==> config.mk <==
export PLATFORM = sky130hd
export DESIGN_NAME = menu_navigator_flat
export DESIGN_NICKNAME = d
export VERILOG_FILES = /design/src/rtl/menu_navigator_if.sv /design/src/rtl/menu_navigator.sv /design/src/flat_wrapper.sv
export SDC_FILE = /design/constraint.sdc
export NUM_CORES = 1
export LEC_CHECK = 0
export BUFFER_PORTS_ARGS = -buffer_cell sky130_fd_sc_hd__buf_2
export CAP_MARGIN = 10
export CORE_UTILIZATION = 50
export DETAILED_ROUTE_END_ITERATION = 16
export HOLD_SLACK_MARGIN = 0.1
export PLACE_DENSITY = 0.77
export SYNTH_ARGS = -nofsm -noshare
export SYNTH_HDL_FRONTEND = slang
export SYNTH_SLANG_ARGS = --single-unit
==> constraint.sdc <==
create_clock -name clock -period 4.8 [get_ports clock]
set_input_delay 0.96 -clock clock [delete_from_list [all_inputs] [get_ports clock]]
set_output_delay 0.96 -clock clock [all_outputs]
set_load 0.02 [all_outputs]
==> src/rtl/menu_navigator_if.sv <==
`default_nettype none
// ============================================================================
// Module      : menu_navigator_if
// Description : Control/status bundle between the menu front end and the
//               menu_navigator core. The master side drives the arrow keys,
//               field select and confirm/ack; the slave side is the core.
// Revision    : 1.0 - initial release
// ============================================================================
interface menu_navigator_if #(
  parameter int N_CAMPOS = 5,
  parameter int W        = 4
);
  localparam int SEL_W = $clog2(N_CAMPOS);

  logic                  right_arrow_pressed;
  logic                  left_arrow_pressed;
  logic                  load_initial;
  logic [SEL_W-1:0]      campo_sel;
  logic                  confirma;
  logic                  config_ack;
  logic [N_CAMPOS*W-1:0] valores;
  logic [N_CAMPOS*W-1:0] config_out;
  logic                  config_valid;
  logic                  alterado;
  logic [W-1:0]          arduino_out;

  modport master (
    output right_arrow_pressed, left_arrow_pressed, load_initial,
           campo_sel, confirma, config_ack,
    input  valores, config_out, config_valid, alterado, arduino_out
  );

  modport slave (
    input  right_arrow_pressed, left_arrow_pressed, load_initial,
           campo_sel, confirma, config_ack,
    output valores, config_out, config_valid, alterado, arduino_out
  );
endinterface
`default_nettype wire

==> src/rtl/menu_navigator.sv <==
`default_nettype none
// ============================================================================
// Module      : menu_navigator
// Description : N-field menu configuration navigator. Arrow presses (with
//               auto-repeat) step the selected field, wrapping or saturating.
//               A confirm/ack handshake publishes a configuration snapshot and
//               the selected field is registered out for the Arduino link.
// Revision    : 1.0 - initial release
// ============================================================================
module menu_navigator #(
  parameter int                  N_CAMPOS     = 5,
  parameter int                  MAX_OPCOES   = 16,
  parameter logic [N_CAMPOS*5-1:0] OPCOES     = {5'd3, 5'd16, 5'd4, 5'd2, 5'd3},
  parameter int                  WRAP         = 1,
  parameter int                  REPEAT_DELAY = 25_000_000,
  parameter int                  REPEAT_RATE  = 5_000_000
) (
  input  wire logic           clock,
  input  wire logic           reset,
  menu_navigator_if.slave     bus
);
  localparam int W  = $clog2(MAX_OPCOES);
  localparam int NW = N_CAMPOS * W;

  logic          r_right_prev;
  logic          r_left_prev;
  logic          r_conf_prev;
  logic          r_armed;       // both arrows seen released since reset
  logic          r_rep_flag;    // first auto-repeat already fired
  logic [31:0]   r_hold_cnt;
  logic [NW-1:0] r_vals;
  logic [NW-1:0] r_cfg;
  logic          r_valid;
  logic          r_alt;
  logic [W-1:0]  r_ard;

  logic          w_right, w_left;
  logic          w_sel_ok, w_both, w_one_held, w_active;
  logic          w_edge_r, w_edge_l, w_edge;
  logic [31:0]   w_rep_target;
  logic          w_rep_hit;
  logic          w_do_r, w_do_l;
  logic          w_conf_edge;
  logic          w_changed;
  logic [NW-1:0] w_next_vals;
  logic [W-1:0]  w_sel_val;

  // Step right by one within a field of count c
  function automatic logic [W-1:0] f_inc(input logic [W-1:0] v, input logic [4:0] c);
    logic [W-1:0] last;
    last = W'(c - 5'd1);
    if (v == last) f_inc = (WRAP != 0) ? '0 : v;
    else           f_inc = v + 1'b1;
  endfunction

  // Step left by one within a field of count c
  function automatic logic [W-1:0] f_dec(input logic [W-1:0] v, input logic [4:0] c);
    logic [W-1:0] last;
    last = W'(c - 5'd1);
    if (v == '0) f_dec = (WRAP != 0) ? last : v;
    else         f_dec = v - 1'b1;
  endfunction

  assign w_right     = bus.right_arrow_pressed;
  assign w_left      = bus.left_arrow_pressed;
  assign w_sel_ok    = int'(bus.campo_sel) < N_CAMPOS;
  assign w_both      = w_right & w_left;
  assign w_one_held  = w_right ^ w_left;
  // A held arrow after reset is ignored until both arrows have been released
  assign w_active    = r_armed & w_sel_ok & ~w_both;
  assign w_edge_r    = w_right & ~r_right_prev;
  assign w_edge_l    = w_left & ~r_left_prev;
  assign w_edge      = w_edge_r | w_edge_l;
  assign w_rep_target = r_rep_flag ? 32'(REPEAT_RATE - 1) : 32'(REPEAT_DELAY - 1);
  assign w_rep_hit   = (REPEAT_DELAY != 0) && w_active && w_one_held && !w_edge &&
                       (r_hold_cnt == w_rep_target);
  assign w_do_r      = w_active & w_right & (w_edge_r | w_rep_hit);
  assign w_do_l      = w_active & w_left  & (w_edge_l | w_rep_hit);
  assign w_conf_edge = bus.confirma & ~r_conf_prev;
  assign w_changed   = (w_next_vals != r_vals);

  // Next field values after this cycle's step, and the selected field's value
  always_comb begin
    w_next_vals = r_vals;
    w_sel_val   = '0;
    for (int i = 0; i < N_CAMPOS; i++) begin
      if (int'(bus.campo_sel) == i) begin
        w_sel_val = r_vals[i*W +: W];
        if (w_do_r)      w_next_vals[i*W +: W] = f_inc(r_vals[i*W +: W], OPCOES[i*5 +: 5]);
        else if (w_do_l) w_next_vals[i*W +: W] = f_dec(r_vals[i*W +: W], OPCOES[i*5 +: 5]);
      end
    end
  end

  // Edge history, arming and the shared auto-repeat counter
  always_ff @(posedge clock or posedge reset) begin
    if (reset) begin
      r_right_prev <= 1'b0;
      r_left_prev  <= 1'b0;
      r_conf_prev  <= 1'b0;
      r_armed      <= 1'b0;
      r_rep_flag   <= 1'b0;
      r_hold_cnt   <= '0;
    end else begin
      r_right_prev <= w_right;
      r_left_prev  <= w_left;
      r_conf_prev  <= bus.confirma;
      if (!w_right && !w_left) r_armed <= 1'b1;
      if ((REPEAT_DELAY != 0) && w_active && w_one_held && !w_edge && !w_rep_hit)
        r_hold_cnt <= r_hold_cnt + 32'd1;
      else
        r_hold_cnt <= '0;
      if (!(w_active && w_one_held) || w_edge) r_rep_flag <= 1'b0;
      else if (w_rep_hit)                      r_rep_flag <= 1'b1;
    end
  end

  // Field values and the changed-since-confirm flag
  always_ff @(posedge clock or posedge reset) begin
    if (reset) begin
      r_vals <= '0;
      r_alt  <= 1'b0;
    end else begin
      r_vals <= bus.load_initial ? '0 : w_next_vals;
      // A step landing in the confirm cycle is not in the snapshot, so it
      // keeps the flag set rather than being cleared by the confirm
      if ((bus.load_initial && (|r_vals)) || (!bus.load_initial && w_changed))
        r_alt <= 1'b1;
      else if (w_conf_edge)
        r_alt <= 1'b0;
    end
  end

  // Snapshot handshake: confirm edge wins over a same-cycle ack
  always_ff @(posedge clock or posedge reset) begin
    if (reset) begin
      r_cfg   <= '0;
      r_valid <= 1'b0;
    end else if (w_conf_edge) begin
      r_cfg   <= r_vals;
      r_valid <= 1'b1;
    end else if (bus.config_ack) begin
      r_valid <= 1'b0;
    end
  end

  // Registered selected-field value for the Arduino link (0 if out of range)
  always_ff @(posedge clock or posedge reset) begin
    if (reset) r_ard <= '0;
    else       r_ard <= w_sel_val;
  end

  assign bus.valores      = r_vals;
  assign bus.config_out   = r_cfg;
  assign bus.config_valid = r_valid;
  assign bus.alterado     = r_alt;
  assign bus.arduino_out  = r_ard;
endmodule
`default_nettype wire

==> src/flat_wrapper.sv <==
// flat-port wrapper written by rule: the top's interface ports become plain ports
module menu_navigator_flat 
#(
  parameter int                  N_CAMPOS     = 5,
  parameter int                  MAX_OPCOES   = 16,
  parameter logic [N_CAMPOS*5-1:0] OPCOES     = {5'd3, 5'd16, 5'd4, 5'd2, 5'd3},
  parameter int                  WRAP         = 1,
  parameter int                  REPEAT_DELAY = 25_000_000,
  parameter int                  REPEAT_RATE  = 5_000_000
)
  (clock, reset, bus_right_arrow_pressed, bus_left_arrow_pressed, bus_load_initial, bus_campo_sel, bus_confirma, bus_config_ack, bus_valores, bus_config_out, bus_config_valid, bus_alterado, bus_arduino_out);
  menu_navigator_if #(.N_CAMPOS(N_CAMPOS), .W((4))) bus_i ();
  input  wire logic clock;
  input  wire logic reset;
  input wire logic [$bits(bus_i.right_arrow_pressed)-1:0] bus_right_arrow_pressed;
  input wire logic [$bits(bus_i.left_arrow_pressed)-1:0] bus_left_arrow_pressed;
  input wire logic [$bits(bus_i.load_initial)-1:0] bus_load_initial;
  input wire logic [$bits(bus_i.campo_sel)-1:0] bus_campo_sel;
  input wire logic [$bits(bus_i.confirma)-1:0] bus_confirma;
  input wire logic [$bits(bus_i.config_ack)-1:0] bus_config_ack;
  output wire logic [$bits(bus_i.valores)-1:0] bus_valores;
  output wire logic [$bits(bus_i.config_out)-1:0] bus_config_out;
  output wire logic [$bits(bus_i.config_valid)-1:0] bus_config_valid;
  output wire logic [$bits(bus_i.alterado)-1:0] bus_alterado;
  output wire logic [$bits(bus_i.arduino_out)-1:0] bus_arduino_out;
  assign bus_i.right_arrow_pressed = bus_right_arrow_pressed;
  assign bus_i.left_arrow_pressed = bus_left_arrow_pressed;
  assign bus_i.load_initial = bus_load_initial;
  assign bus_i.campo_sel = bus_campo_sel;
  assign bus_i.confirma = bus_confirma;
  assign bus_i.config_ack = bus_config_ack;
  assign bus_valores = bus_i.valores;
  assign bus_config_out = bus_i.config_out;
  assign bus_config_valid = bus_i.config_valid;
  assign bus_alterado = bus_i.alterado;
  assign bus_arduino_out = bus_i.arduino_out;
  menu_navigator #(.N_CAMPOS(N_CAMPOS), .MAX_OPCOES(MAX_OPCOES), .OPCOES(OPCOES), .WRAP(WRAP), .REPEAT_DELAY(REPEAT_DELAY), .REPEAT_RATE(REPEAT_RATE)) u_core (.clock(clock), .reset(reset), .bus(bus_i));
endmodule
==> metrics.md <==
| Metric | Value |
|---|---|
| Status | `finished clean` |
| Setup_tns | `0 ns` |
| Via count | `4595` |
| Slowest cell on crit path | `or3b_2` |
| Family with the most delay on the worst path | `compound AO/OA/AOI/OAI gates` |
| Antenna Nets Post-Route | `0` |
| Setup Buffers After CTS | `0` |
| Critical Path RT | `5.05 ns` |
| Minimum clock period | `3.531 ns` |
| CP Buf/Inv Count | `2` |
| Worst-path cell chain | `buf_2 > o21ai_0 > or3b_2 > nor2_1 > a31oi_1 > buf_4 > o21ai_0 > or2_2 > o21ai_0 > nor4_1 > a21oi_1` |
| Cts repair resizes | `0` |
| Root buf cell | `clkbuf_8` |
| DRT Pass-1 Iters | `5` |
| Initial antenna violation count | `0` |
| WL/cell | `17.25 um` |
| Area occupied by multi-input gates | `2759 um^2` |
| EDFF count, synth | `0` |
| Seq/Total Area, Yosys | `40.98%` |
| Total die area | `10540 um^2` |
| Max frequency | `0.2832 GHz` |
| Hold Crit Class | `register to register` |
| Mapped Nets | `621` |
| Cell depth of the worst hold path | `2` |
| Main synth FF type | `dfrtp_1` |
| Post-Syn Area | `5069 um^2` |
| First-pass GRT wire length | `21900 um` |
| Final Slew Violations | `0` |
| Cell mode on critical path | `o21ai_0` |
| Critical Path Fanout Max | `19` |
| Gate Count Post-Synth | `596` |
| Setup crit start kind | `input pin` |
| Die H | `102.7 um` |
| CP peak stage delay | `0.50 ns` |
| Final wirelength | `13270 um` |
| Crit path kind | `input pin to register` |
| Vias in the first global route | `4357` |
| FF+latch count, synth | `83` |
| Gpl congestion | `0.9085` |
| Reg2reg start | `u_core.r_hold_cnt[0]` |
| H-Tree Level Count | `3` |
| Area occupied by registers | `2077 um^2` |
| Pin slew with the least headroom to its limit | `0.9812 ns` |
| CORE AREA | `9819 um^2` |
| Starting Density | `51.62%` |
| Relative slew slack | `34.51%` |
| Hold Buf Count CTS | `0` |
| Worst-Skew Late Latency | `0.38 ns` |
| RSZ-0062 raised after global routing | `no` |
| Final Skew | `0.008806 ns` |
| Grt ovf | `0` |
| Final Hold Fails | `0` |
| Fin util | `57.57%` |
| PortBufs | `55` |
| Max cap viols | `0` |
| Area leader, netlist | `dfrtp_1` |
| PwrDens | `259.4 nW/um^2` |
| Yosys warns | `0` |
| Max IR drop VDD | `162.5 uV` |
| FILL cells | `931` |
| Top post-synthesis cells by area | `dfrtp_1 (41%), nor2_1 (5.8%), o21ai_0 (4.5%), nand2_1 (4.5%), ha_1 (3.7%)` |
| Hold Path Origin | `u_core.bus.config_out[16]` |
| Crit path capture type | `register` |
| Vias per inst | `5.975` |
| Total CTS buffers | `9` |
| Final #Nets | `656` |
| Syn Area/Cell | `8.504 um^2` |
| Top cell type's share of synthesized area | `40.98%` |
| Dpl hpwl | `9477 um` |
| Arr. time, crit path | `3.78 ns` |
| Async set or reset register ratio after synthesis | `100.0%` |
| FP Rows | `36` |
| CTS sink cnt | `83` |
| CTS tree | `yes` |
| Worst Hold Endpoint | `u_core.bus.config_out[16]` |
| Iteration-0 DRC Markers | `382` |
| Io pins | `56` |
| R2r endpoint | `u_core.bus.alterado` |
| Ant. Diodes | `0` |
| Clk buf depth | `2` |
| Final setup vio count | `0` |
| Pleak | `2.426 nW` |
| Pin count of the biggest net entering global routing | `58` |
| Crit share post-route | `73.56%` |
| Reg2reg setup slack | `1.40 ns` |
| DRC Markers | `0` |
| Layout cell share with drive strength beyond 1 | `16.04%` |
| Clock slew at reported path FFs | `0.09 ns` |
| Reg2reg path depth | `11` |
| Netlist cell types | `61` |
| Worst path depth | `11` |
| Synth-to-Final Area Change | `11.53%` |
| All-layer global routing usage | `27.16%` |
| Die width | `102.7 um` |
-- power breakdown --
part	total, mW	internal, mW	switching, mW
Sequential	0.726	0.710	0.0155
Clock	0.584	0.312	0.272
Combinational	0.157	0.0486	0.108
-- worst reg2reg max path, stage by stage (launching register included) --
cell	delay [ns]
dfrtp_1	0.40
ha_1	0.20
and3_1	0.32
nand3_1	0.20
nor4_4	0.51
a31oi_1	0.45
buf_4	0.31
o21ai_0	0.27
or2_2	0.19
o21ai_0	0.07
nor4_1	0.27
a21oi_1	0.11
-- per-layer routing --
metal / GRT usage [%] / up-vias / share of wire [%]
met5: 0 / - / 0
met4: 11.43 / 0 / 2.4
li1: - / 2185 / -
met1: 38.97 / 2191 / 47
met2: 40.36 / 187 / 44
met3: 4.746 / 32 / 5.9
-- registers in the layout, indices dropped and copies added (netlist names) --
signal / count
u_core.r_rep_flag: 1
u_core.bus.config_valid: 1
u_core.r_conf_prev: 1
u_core.r_right_prev: 1
u_core.r_hold_cnt: 32
u_core.bus.alterado: 1
u_core.r_armed: 1
u_core.bus.valores: 20
u_core.bus.config_out: 20
u_core.bus.arduino_out: 4
u_core.r_left_prev: 1
-- worst max path at each step --
| stage | startpoint | endpoint |
|---|---|---|
| floorplan | bus_campo_sel[0] | u_core.bus.alterado |
| global placement | bus_campo_sel[0] | u_core.bus.alterado |
| detailed placement | bus_campo_sel[0] | u_core.bus.alterado |
| CTS | bus_campo_sel[0] | u_core.bus.alterado |
| global route | bus_campo_sel[0] | u_core.bus.alterado |
| finish | bus_campo_sel[0] | u_core.bus.alterado |
-- cells by family (layout without fill, tap and decap cells) --
kind of cell	after synthesis	in the layout	synth area share, %
XOR/XNOR	31	31	5.357
flip-flops	83	83	40.98
adder cells (fa/ha/maj)	15	15	3.703
AO/OA/AOI/OAI	148	148	18.22
AND/OR/NAND/NOR	245	245	23.90
buffers and inverters	61	101	4.591
multiplexers	13	13	3.258
-- synthesized netlist by cell type (3+ instances only) --
| master | n |
|---|---|
| a31oi_1 | 12 |
| nor3_1 | 17 |
| a211oi_1 | 5 |
| mux2_2 | 8 |
| a22oi_1 | 8 |
| nor2b_1 | 6 |
| o31ai_1 | 6 |
| nand3_1 | 21 |
| nand2_1 | 61 |
| nor3b_1 | 4 |
| nand2b_1 | 3 |
| or3_1 | 5 |
| xor2_1 | 18 |
| clkbuf_1 | 34 |
| a21oi_1 | 37 |
| nor2_1 | 78 |
| and3_1 | 7 |
| mux2i_1 | 3 |
| o211ai_1 | 3 |
| dfrtp_1 | 83 |
| inv_1 | 22 |
| o21ai_0 | 46 |
| and2_1 | 5 |
| and4_1 | 3 |
| nand4_1 | 12 |
| buf_2 | 3 |
| o22ai_1 | 9 |
| xnor2_1 | 13 |
| ha_1 | 15 |
| nor4_1 | 7 |
-- per-stage QoR --
step	std cells	hold slack [ns]	setup WS, ns	power (mW)	cell area (um^2)
3_3_place_gp	753	0.4562	1.007	0.8931	5421
6_report	769	0.4810	1.269	1.467	5653
5_1_grt	769	0.5179	0.9892	1.524	5653
3_5_place_dp	753	0.4650	0.9593	0.8955	5421
4_1_cts	769	0.4862	1.354	1.479	5653
2_1_floorplan	596	0.4479	1.419	0.8464	5069
-- layout by cell type, fill, tap and decap left out, drive strengths merged, types with 3 or more instances in the layout --
cell type and instances:
a211oi 5, a21oi 38, a22oi 8, a31oi 12, and2 5, and3 7
and4 3, buf 63, clkbuf 10, dfrtp 83, ha 15, inv 23
mux2 8, mux2i 3, nand2 61, nand2b 3, nand3 21, nand4 12
nor2 79, nor2b 6, nor3 17, nor3b 4, nor4 8, o211ai 3
o21ai 46, o22ai 9, o31ai 6, or3 5, xnor2 13, xor2 18
-- cell type report --
| type | count | area share, % |
|---|---|---|
| multi-input cells | 452 | 48.80 |
| flip-flops and latches | 83 | 36.74 |
| repair buffers | 63 | 5.932 |
| well taps | 133 | 2.944 |
| clock buffers | 10 | 2.435 |
| clock inverters | 6 | 1.660 |
| inverters | 22 | 1.483 |
(Power assumes the default switching activity.)
